### src/rtl/rv_pkg.sv
// Shared core types and defaults for the integer register file.
// Bypass option: define REGFILE_BYPASS_EN.
package rv_pkg;

    localparam int DEF_XLEN = 32;
    localparam int DEF_NREG = 32;
    localparam int DEF_AW   = $clog2(DEF_NREG);

    typedef logic [DEF_AW-1:0]   reg_addr_t;
    typedef logic [DEF_XLEN-1:0] word_t;

    localparam int ZERO_REG = 0;

endpackage

### src/rtl/reg_scoreboard.sv
// Busy-bit scoreboard: issue sets, write-back clears, flush wins.
// Register 0 is never marked busy.
module reg_scoreboard
    import rv_pkg::*;
#(
    parameter int NREG = DEF_NREG,
    parameter int AW   = $clog2(NREG)
) (
    input  logic            clk,
    input  logic            rst_n,
    input  logic            iss_en,
    input  logic [AW-1:0]   iss_addr,
    input  logic            wr_en,
    input  logic [AW-1:0]   wr_addr,
    input  logic            flush,
    output logic [NREG-1:0] busy
);

    logic [NREG-1:0] busy_q;
    logic [NREG-1:0] busy_d;
    logic            iss_ok;
    logic            wr_ok;

    assign iss_ok = iss_en && (iss_addr != AW'(ZERO_REG));
    assign wr_ok  = wr_en && (wr_addr != AW'(ZERO_REG));

    // Issue is applied after the clear so a colliding newer producer stays busy.
    always_comb begin
        busy_d = busy_q;
        if (wr_ok) begin
            busy_d[wr_addr] = 1'b0;
        end
        if (iss_ok) begin
            busy_d[iss_addr] = 1'b1;
        end
        if (flush) begin
            busy_d = '0;
        end
    end

    always_ff @(posedge clk or negedge rst_n) begin
        if (!rst_n) begin
            busy_q <= '0;
        end else begin
            busy_q <= busy_d;
        end
    end

    assign busy = busy_q;

endmodule

### src/rtl/reg_file_sb.sv
// Integer register file with NRD read ports and busy scoreboard.
// Define REGFILE_BYPASS_EN to forward write-back data to reads.
module reg_file_sb
    import rv_pkg::*;
#(
    parameter int XLEN = DEF_XLEN,
    parameter int NREG = DEF_NREG,
    parameter int NRD  = 2,
    parameter int AW   = $clog2(NREG)
) (
    input  logic                clk,
    input  logic                rst_n,
    input  logic [NRD*AW-1:0]   rd_addr,
    output logic [NRD*XLEN-1:0] rd_data,
    output logic [NRD-1:0]      rd_busy,
    input  logic                wr_en,
    input  logic [AW-1:0]       wr_addr,
    input  logic [XLEN-1:0]     wr_data,
    input  logic                iss_en,
    input  logic [AW-1:0]       iss_addr,
    input  logic                flush
);

    logic [XLEN-1:0] regs [NREG];
    logic [NREG-1:0] busy;
    logic            wr_ok;

    assign wr_ok = wr_en && (wr_addr != AW'(ZERO_REG));

    always_ff @(posedge clk or negedge rst_n) begin
        if (!rst_n) begin
            for (int i = 0; i < NREG; i++) begin
                regs[i] <= '0;
            end
        end else begin
            for (int i = 1; i < NREG; i++) begin
                if (wr_ok && (wr_addr == AW'(i))) begin
                    regs[i] <= wr_data;
                end
            end
        end
    end

    reg_scoreboard #(
        .NREG (NREG),
        .AW   (AW)
    ) u_sb (
        .clk      (clk),
        .rst_n    (rst_n),
        .iss_en   (iss_en),
        .iss_addr (iss_addr),
        .wr_en    (wr_en),
        .wr_addr  (wr_addr),
        .flush    (flush),
        .busy     (busy)
    );

    always_comb begin
        rd_data = '0;
        rd_busy = '0;
        for (int p = 0; p < NRD; p++) begin
            logic [AW-1:0] ra;
            logic          hit;
            ra  = rd_addr[p*AW +: AW];
`ifdef REGFILE_BYPASS_EN
            hit = wr_ok && (wr_addr == ra);
`else
            hit = 1'b0;
`endif
            if (ra != AW'(ZERO_REG)) begin
                if (hit) begin
                    rd_data[p*XLEN +: XLEN] = wr_data;
                    rd_busy[p]              = 1'b0;
                end else begin
                    rd_data[p*XLEN +: XLEN] = regs[ra];
                    rd_busy[p]              = busy[ra];
                end
            end
        end
    end

endmodule

### config.mk
export PLATFORM = sky130hd
export DESIGN_NAME = reg_file_sb
export DESIGN_NICKNAME = d
export VERILOG_FILES = /design/src/rtl/rv_pkg.sv /design/src/rtl/reg_scoreboard.sv /design/src/rtl/reg_file_sb.sv
export SDC_FILE = /design/constraint.sdc
export NUM_CORES = 2
export LEC_CHECK = 0
export CORE_UTILIZATION = 62
export CTS_BUF_LIST = sky130_fd_sc_hd__clkbuf_8 sky130_fd_sc_hd__clkbuf_16
export DETAILED_ROUTE_END_ITERATION = 10
export PLACE_DENSITY = 0.8
export SLEW_MARGIN = 20
export SYNTH_ARGS = -nofsm -noshare
export SYNTH_HDL_FRONTEND = slang
export SYNTH_HIERARCHICAL = 1
export SYNTH_SLANG_ARGS = --single-unit
### constraint.sdc
create_clock -name clk -period 4.8 [get_ports clk]
set_clock_uncertainty 0.1 [all_clocks]
set_input_delay 0.96 -clock clk [delete_from_list [all_inputs] [get_ports clk]]
set_output_delay 0.96 -clock clk [all_outputs]
set_load 0.02 [all_outputs]
==> run_results.csv <==
group,metric,value,unit
floorplanning,die_area,0.0899,mm²
sta,setup_viol_count_final,0,
placement,numPortBuffers,122,
clocking,path_clk_slew,0.06,ns
synth,synth.avg_cell_area,15.1,µm²
floorplanning,start_util,63.0,%
power,p_leak,27.0,nW
setup_path,slowest_stage,"clkdlybuf4s50_1",
finish,area_growth,13.0,%
setup_path,crit_type,"input port to primary output",
flow_run,cap_viol_max_count,0,
global_route,track_usage,37.8,%
drt,drtIter0Drc,4498,
synth,ys_seq_elements,1024,
sta,hold_viol_final,0,
clocking,htreeDepth,3,
setup_path,arrival,3.47,ns
drt,wl_per_cell,33.9,µm
clocking,clockBufferDepth,3,
synth,synth-async-reset-ratio,100,%
power,p_per_area,413,mW/mm²
global_route,grt_pass1_wl,250,mm
setup_path,worstPathMaxFanout,22,
sta,slew_headroom,27.5,%
drt,num_vias,36235,
clocking,cts.sinks,1024,
synth,synthCells,3632,
floorplanning,die_x,300,µm
sta,fin_setup_tns,0,ns
finish,fill_cells,5389,
run_status,outcome,"completed",
power,peakVddDrop,319,µV
sta,max_freq,221,MHz
clocking,cts_root_buffer,"clkbuf_16",
setup_path,crit_top_cell,"buf_4",
worst_hold_path,timing.hold.worst.class,"input port to asynchronous set/reset pin",
setup_path,start_kind,"input port",
floorplanning,rows,108,
drt,firstDrtPassIters,5,
synth,syn_nets,3689,
sta,final_max_slew_viol_count,0,
clocking,cts_tree,"yes",
sta,tightestPinTransition,1.08,ns
sta,post-route-period-util,94.4,%
drt,routed_wl,166,mm
finish,finalNetCount,3717,
finish,multiInputGateArea,0.0279,mm²
global_route,grt_pass1_vias,38504,
clocking,clk_latency,0.69,ns
global_route,grt_max_degree,124,
setup_path,path_cells,"buf_8, buf_12, nor2b_4, buf_4, a221oi_1, a2111oi_0, buf_4, a311o_1, clkdlybuf4s50_1",
drt,post-route-drc-count,0,
floorplanning,core_region_area,0.0873,mm²
power,total_power,25.7,mW
clocking,post-cts-setup-buffers,0,
setup_path,critPathTopFamily,"buffers and inverters",
synth,ys_seq_area_share,46.6,%
setup_path,max_stage_delay,0.64,ns
global_route,grt_antenna_before_repair,7,
finish,regArea,0.0256,mm²
sta,post-route-worst-setup-slack,0.269,ns
drt,vias_per_cell,7.39,
placement,hpwl,101,mm
placement,dp_slack,0.297,ns
setup_path,crit_buf_inv,5,
floorplanning,die-height,300,µm
clocking,post_cts_resized,0,
setup_path,required,3.74,ns
sta,rsz0062_at_grt,"no",
clocking,cts_buffers,105,
drt,ant_nets,0,
floorplanning,ios,123,
global_route,overflow,0,
synth,ys.flop_type,"dfrtp_1",
synth,mappedNetlistArea,0.0550,mm²
clocking,ctsHoldBuffers,0,
finish,drive_gt1_share,52.9,%
synth,synth_edf_count,0,
synth,ys_warn_count,70,
sta,fin_crit,4.53,ns
synth,synth_cell_types,50,
setup_path,cp-end-kind,"primary output",
placement,routabilityCongestion,0.866,
## layout make-up
type,instances,share of cell area [%]
clock buffer,136,4.93
multi-input combinational,2214,44.9
inverter,4,0.0242
timing repair buffer,311,5.81
tap,1155,2.33
antenna,4,0.0161
clock inverter,55,0.761
sequential,1024,41.2
## layout by cell type, fill, tap and decap left out, drive strengths merged, types with 34 or more instances in the layout
master            n
a211o            34
a22oi            45
buf             212
clkbuf          136
clkdlybuf4s50    99
dfrtp          1024
mux2           1083
mux2i           137
mux4            494
nand2            64
nor2             52
nor2b            36
o21ai            99
o22ai            45
## flip-flops by register name, indices dropped and copies added, names as in the netlist
| register | flops |
|---|---|
| u_sb/busy | 32 |
| regs | 992 |
## report_power, final
group	leakage [nW]	switching, mW	total (mW)	internal [mW]
clock	1.84	3.52	8.37	4.85
combinational	12.0	2.31	5.75	3.45
sequential	13.1	1.28	11.6	10.3
total	27.0	7.11	25.7	18.6
## cell usage after synthesis, drive strengths merged, types with 2 or more instances
master / count / area share, %
a2111oi: 6 / 0.096
a211o: 34 / 0.54
a21oi: 4 / 0.036
a221o: 11 / 0.20
a221oi: 6 / 0.096
a22o: 16 / 0.25
a22oi: 45 / 0.61
and2b: 4 / 0.057
and3: 2 / 0.023
buf: 162 / 1.4
clkbuf: 228 / 1.6
dfrtp: 1024 / 47
inv: 4 / 0.027
mux2: 1083 / 22
mux2i: 137 / 2.5
mux4: 494 / 20
nand2: 64 / 0.44
nand2b: 9 / 0.10
nand3: 12 / 0.11
nand3b: 9 / 0.12
nand4: 3 / 0.034
nand4b: 3 / 0.048
nor2: 52 / 0.35
nor2b: 36 / 0.41
nor3: 3 / 0.027
nor3b: 5 / 0.068
nor4: 2 / 0.023
o21ai: 99 / 0.90
o22ai: 45 / 0.51
o31ai: 4 / 0.055
or2: 4 / 0.046
or3: 6 / 0.068
or3b: 5 / 0.10
or4: 2 / 0.027
## stage by stage
stage	hold WS, ns	cells	utilization [%]	area [µm²]
finish	0.205	4903	71.2	62100
global placement	0.380	4708	67.1	58600
global route	0.253	4900	71.2	62100
detailed placement	0.395	4708	67.1	58600
CTS	0.221	4899	71.2	62100
floorplan	0.360	3632	-	55000
## final timing paths
| path | startpoint | to | slack [ns] | cells past startpoint |
|---|---|---|---|---|
| worst max-delay path | rd_addr[0] | rd_data[30] | 0.27 | 9 |
| worst min-delay path | rst_n | u_sb/busy[11] | 0.20 | 1 |
| worst max register to register | u_sb/busy[30] | u_sb/busy[30] | 3.74 | 3 |
| worst min register to register | u_sb/busy[0] | u_sb/busy[0] | 0.41 | 1 |
| max in group asynchronous | rst_n | regs[518] | 3.20 | 3 |
| min in group clk | u_sb/busy[0] | u_sb/busy[0] | 0.41 | 1 |
## cell families (layout without fill, tap and decap cells)
family | Yosys count | in the layout | synth area share, %
compound gates | 276 | 276 | 3.39
buf+inv | 394 | 506 | 2.99
flops | 1024 | 1024 | 46.6
mux | 1714 | 1714 | 44.9
other cells | 0 | 4 | 0
simple gates | 224 | 224 | 2.10
## layer usage
| layer | GRT usage [%] | up-vias | share of wire [%] |
|---|---|---|---|
| met5 | 0.317 | - | 0.028 |
| met4 | 18.5 | 8 | 5.4 |
| met3 | 9.31 | 551 | 10 |
| met2 | 58.4 | 2277 | 47 |
| met1 | 50.7 | 19285 | 37 |
| li1 | - | 14114 | - |
No activity file was read; power rests on OpenSTA's default activity.
